### config.mk
export PLATFORM = sky130hd
export DESIGN_NAME = timer_irq_arbiter
export DESIGN_NICKNAME = d
export VERILOG_FILES = /design/src/rtl/timer_pkg.sv /design/src/rtl/timer_irq_sync_edge.sv /design/src/rtl/timer_irq_arbiter.sv
export SDC_FILE = /design/constraint.sdc
export NUM_CORES = 1
export LEC_CHECK = 0
export ABC_AREA = 1
export CAP_MARGIN = 20
export CELL_PAD_IN_SITES_DETAIL_PLACEMENT = 1
export CELL_PAD_IN_SITES_GLOBAL_PLACEMENT = 1
export CORE_UTILIZATION = 38
export DETAILED_ROUTE_END_ITERATION = 10
export PLACE_DENSITY = 0.83
export SKIP_LAST_GASP = 1
export SYNTH_ARGS = -nofsm -noshare
export SYNTH_HDL_FRONTEND = slang
export SYNTH_SLANG_ARGS = --single-unit
### constraint.sdc
create_clock -name clk -period 4.2 [get_ports clk]
set_input_delay 0.84 -clock clk [delete_from_list [all_inputs] [get_ports clk]]
set_output_delay 0.84 -clock clk [all_outputs]
set_load 0.05 [all_outputs]
### src/rtl/timer_pkg.sv
// Shared constants, FSM encoding and vector helpers for the timer interrupt arbiter.
package timer_pkg;

  localparam int KIND_CMIA    = 0;
  localparam int KIND_CMIB    = 1;
  localparam int KIND_OVI     = 2;
  localparam int KINDS_PER_CH = 3;

  typedef enum logic {
    ST_IDLE = 1'b0,
    ST_REQ  = 1'b1
  } irq_state_e;

  function automatic int vec_encode(input int ch, input int kind);
    return KINDS_PER_CH * ch + kind;
  endfunction

  function automatic int ch_of(input int vec);
    return vec / KINDS_PER_CH;
  endfunction

endpackage

### src/rtl/timer_irq_sync_edge.sv
// Two-flop synchroniser for one asynchronous interrupt source plus a rising-edge detector.
module timer_irq_sync_edge (
  input  logic clk,
  input  logic rst,
  input  logic src,
  output logic rise
);

  logic s1, s2, s3;

  always_ff @(posedge clk or posedge rst) begin
    if (rst) begin
      s1 <= 1'b0;
      s2 <= 1'b0;
      s3 <= 1'b0;
    end else begin
      s1 <= src;
      s2 <= s1;
      s3 <= s2;
    end
  end

  // s3 is only a history flop; a held level produces a single pulse
  assign rise = s2 & ~s3;

endmodule

### src/rtl/timer_irq_arbiter.sv
// Collects CMIA/CMIB/OVI events of all timer channels and hands them to the CPU one vector at a time.
//   state | meaning
//   IDLE  | no request outstanding; grant the scan winner when anything is eligible
//   REQ   | irq_req high with irq_vec frozen, waiting for irq_ack
module timer_irq_arbiter
  import timer_pkg::*;
#(
  parameter int N_CH  = 4,
  parameter int N_SRC = 3 * N_CH,
  parameter int VEC_W = 4,
  parameter int RR_EN = 1
) (
  input  logic             clk,
  input  logic             rst,
  input  logic [N_CH-1:0]  src_cmia,
  input  logic [N_CH-1:0]  src_cmib,
  input  logic [N_CH-1:0]  src_ovi,
  input  logic             mask_we,
  input  logic [N_SRC-1:0] mask_wdata,
  output logic [N_SRC-1:0] mask_q,
  output logic [N_SRC-1:0] pend_q,
  output logic             irq_req,
  output logic [VEC_W-1:0] irq_vec,
  input  logic             irq_ack
);

  localparam int RR_W   = (N_CH > 1) ? $clog2(N_CH) : 1;
  localparam int SRC_IW = (N_SRC > 1) ? $clog2(N_SRC) : 1;

  logic [N_SRC-1:0] src_all, rise_all, eligible, clr, pend_d;
  logic [RR_W-1:0]  rr_ptr, rr_d;
  logic [VEC_W-1:0] win_vec, vec_d;
  logic             found, req_d;
  irq_state_e       state, state_d;
  int               start, ch;

  for (genvar c = 0; c < N_CH; c++) begin : g_map
    assign src_all[KINDS_PER_CH*c + KIND_CMIA] = src_cmia[c];
    assign src_all[KINDS_PER_CH*c + KIND_CMIB] = src_cmib[c];
    assign src_all[KINDS_PER_CH*c + KIND_OVI]  = src_ovi[c];
  end

  for (genvar i = 0; i < N_SRC; i++) begin : g_sync
    timer_irq_sync_edge u_sync (
      .clk  (clk),
      .rst  (rst),
      .src  (src_all[i]),
      .rise (rise_all[i])
    );
  end

  assign eligible = pend_q & mask_q;

  // Channel scan from rr_ptr, CMIA > CMIB > OVI inside the first channel with work
  always_comb begin
    found   = 1'b0;
    win_vec = '0;
    start   = (RR_EN != 0) ? int'(rr_ptr) : 0;
    ch      = 0;
    for (int off = 0; off < N_CH; off++) begin
      ch = start + off;
      if (ch >= N_CH) ch = ch - N_CH;
      for (int k = 0; k < KINDS_PER_CH; k++) begin
        if (!found && eligible[SRC_IW'(vec_encode(ch, k))]) begin
          found   = 1'b1;
          win_vec = VEC_W'(vec_encode(ch, k));
        end
      end
    end
  end

  always_comb begin
    state_d = state;
    req_d   = irq_req;
    vec_d   = irq_vec;
    rr_d    = rr_ptr;
    clr     = '0;
    case (state)
      ST_IDLE: begin
        if (found) begin
          vec_d   = win_vec;
          req_d   = 1'b1;
          state_d = ST_REQ;
        end
      end
      ST_REQ: begin
        if (irq_ack) begin
          clr     = N_SRC'(1) << irq_vec;
          req_d   = 1'b0;
          state_d = ST_IDLE;
          if (RR_EN != 0) rr_d = RR_W'((ch_of(int'(irq_vec)) + 1) % N_CH);
        end
      end
      default: state_d = ST_IDLE;
    endcase
  end

  // A new edge in the ack cycle re-sets the flag, so the event survives the clear
  assign pend_d = (pend_q & ~clr) | rise_all;

  always_ff @(posedge clk or posedge rst) begin
    if (rst) begin
      state   <= ST_IDLE;
      irq_req <= 1'b0;
      irq_vec <= '0;
      rr_ptr  <= '0;
      pend_q  <= '0;
      mask_q  <= '0;
    end else begin
      state   <= state_d;
      irq_req <= req_d;
      irq_vec <= vec_d;
      rr_ptr  <= rr_d;
      pend_q  <= pend_d;
      if (mask_we) mask_q <= mask_wdata;
    end
  end

endmodule

==> impl_metrics.toml <==
[final_layout]
drive_gt1_share_pct = 10.9
antenna_cells = 0
regArea_mm2 = 0.00170
syn2layout_area_growth_pct = 24.9
fillers = 1151
multi_input_area_mm2 = 0.00175
finalNetCount = 545
design_area_mm2 = 0.00464

[synthesis]
synth-edff-count = 0
yosys.area.top_type = "dfrtp_1"
synth_seq_cells = 68
netlist_area_mm2 = 0.00371
ys_async_sr_fraction_pct = 100
synth_common_cells = "113 x nand2_1, 68 x dfrtp_1, 65 x nand3_1"
ys_warn_count = 0
ys_seq_area_share_pct = 45.8
synthCells = 450
ys_types = 43
avgSynthCellArea_um2 = 8.25
synth.most_common_cell = "nand2_1"
ys.flop_type = "dfrtp_1"
synth_top_cell_area_share_pct = 45.8
synth_nets = 487
synth_area_leaders = "dfrtp_1 46%, nand2_1 11%, nand3_1 8.8%"

[placed_design]
place_congestion = 0.931
port_buffers = 56
pre_cts_ws_ps = 868
dpl_cell_area_mm2 = 0.00438
dpl.hpwl_mm = 8.41

[timing]
setup_viol = 0
worstMarginPinSlew_ps = 822
fin_skew_ps = 7.36
finalSetupTns_ps = 0
fmax_ghz = 0.296
slew_headroom_pct = 45.1
worst_slack_ps = 824
rsz0062_at_grt = "no"
finalHoldViolations = 0
fin_crit_ps = 3380
report.final.slew_viol_count = 0
fin_crit_sh_pct = 80.4

[worst_setup_path]
cp.required_ps = 4430
critPathMaxStageDelay_ps = 420
r2r_setup_slack_ps = 820
arrival_ps = 3600
crit_path_start_kind = "flop"
reg2reg_to = "irq_vec[2]$_DFFE_PP0P_"
cpMaxStageDelayCell = "dfrtp_1"
crit_type = "flop to flop"
startpoint = "rr_ptr[0]$_DFFE_PP0P_"
cp_max_fo = 20
cp_cell_sequence = "inv_4 -> ha_1 -> inv_1 -> nand2_1 -> nand2_2 -> nand3_1 -> nand3_1 -> nand3_1 -> nand2_2 -> nand3_4 -> nor2_8 -> nand4_4 -> nor3_4 -> nand4_2 -> nor2_1 -> nor2_1 -> nand2_1 -> nand2_1"
worst_setup_path_end_kind = "flop"
endpoint = "irq_vec[2]$_DFFE_PP0P_"
reg2reg_depth = 18
regToRegStartpoint = "rr_ptr[0]$_DFFE_PP0P_"

[grt]
grt.overflow.total = 0
grt_max_degree = 42
antenna_found_initial = 0
grt_first_pass_wirelength_mm = 18.0
grt_usage_pct = 23.2
grt_pass1_vias = 3622

[route]
drtIter0Drc = 97
wirelength_mm = 10.9
wire_per_inst_um = 17.0
drt_pass1_iterations = 4
vias_per_cell = 5.26
vias = 3380
antenna_left = 0
drcViolationCount = 0

[floorplanning]
die_height_um = 101
dieWidth_um = 101
start_util_pct = 39.6
ioPinCount = 57
rows = 35
core_mm2 = 0.00937
dieArea_mm2 = 0.0102

[worst_hold_path]
hp-class = "flop to flop"
hold_start = "g_sync[6].u_sync.s1$_DFF_PP0_"

[run_status]
status = "complete, no violations"

[clock_network]
cts_max_path_buffers = 2
clock_latency_ps = 340
cts_tree = "done"
holdBufCountCts = 0
cts_buffers = 9
cts_sinks = 68
cts_resized = 0
path_clk_slew_ps = 80
post_cts_buffers = 0
cts.htree.levels = 3
root_buffer = "clkbuf_8"

[run]
max_cap_violations = 0
## placed cells by master, fill, tap and decap left out, drive strengths merged
master	instances
a32o	1
nand2	120
inv	48
xnor2	1
nand4	6
o31ai	2
a21oi	3
clkbuf	9
o311ai	1
nor3	4
dfrtp	68
a32oi	1
o21ai	40
mux2	12
a21o	1
clkdlybuf4s50	56
nand3b	2
o211ai	5
a31oi	1
o21bai	1
nand3	73
a211oi	1
xor2	2
and2	1
buf	4
bufinv	3
o22ai	2
clkinv	2
ha	9
nor2	34
## per-layer routing
metal | global-route usage [%] | vias up | wire length [um]
met5 | 0 | - | 0
met4 | 6.47 | 0 | 119
met3 | 3.40 | 12 | 348
met2 | 42.7 | 67 | 5700
met1 | 28.2 | 1695 | 4740
li1 | - | 1606 | -
## worst min path at each step
stage	end	slack, ps	cells past startpoint
after floorplan	g_sync[0].u_sync.s2$_DFF_PP0_	330	0
after global placement	g_sync[0].u_sync.s2$_DFF_PP0_	330	0
after detailed placement	g_sync[6].u_sync.s2$_DFF_PP0_	340	0
after CTS	g_sync[6].u_sync.s2$_DFF_PP0_	350	0
after global routing	g_sync[6].u_sync.s2$_DFF_PP0_	370	0
final	g_sync[6].u_sync.s2$_DFF_PP0_	350	0
## critical path: cells and delay by family (launching register included)
family	cells	cell delay [ps]
fa+ha+maj	1	290
simple gates	15	2000
flops	1	420
buf+inv	2	560
## state kept, by name, indices dropped and copies added, names as in the netlist
name / count
state: 1
g_sync.u_sync.s2: 12
g_sync.u_sync.s3: 12
g_sync.u_sync.s1: 12
irq_vec: 4
rr_ptr: 2
pend_q: 12
mask_q: 12
irq_req: 1
## kinds of logic after synthesis
logic type / after synthesis / share of synthesized area, %
AND/OR/NAND/NOR: 240 / 30.8
flip-flops: 68 / 45.8
AO/OA/AOI/OAI: 59 / 9.06
buffers and inverters: 59 / 6.94
multiplexers: 12 / 3.64
adder cells (fa/ha/maj): 9 / 3.03
XOR/XNOR: 3 / 0.708
## stage by stage
stage               hold slack (ps)  instances  utilization [%]
floorplan                       331        450                -
global placement                333        626             46.8
detailed placement              336        626             46.8
CTS                             354        642             49.5
global route                    367        642             49.5
finish                          350        642             49.5
## area by class of cell
class,count,area share (%)
multi-input combinational,323,37.8
inverter,46,3.78
clock buffer,9,2.67
tap,129,3.48
sequential,68,36.7
timing repair buffer,60,12.7
clock inverter,7,2.81
Power is left out: the tool's default activity adds up to more than one toggle a clock period on the data nets, which glitch-free logic cannot reach.
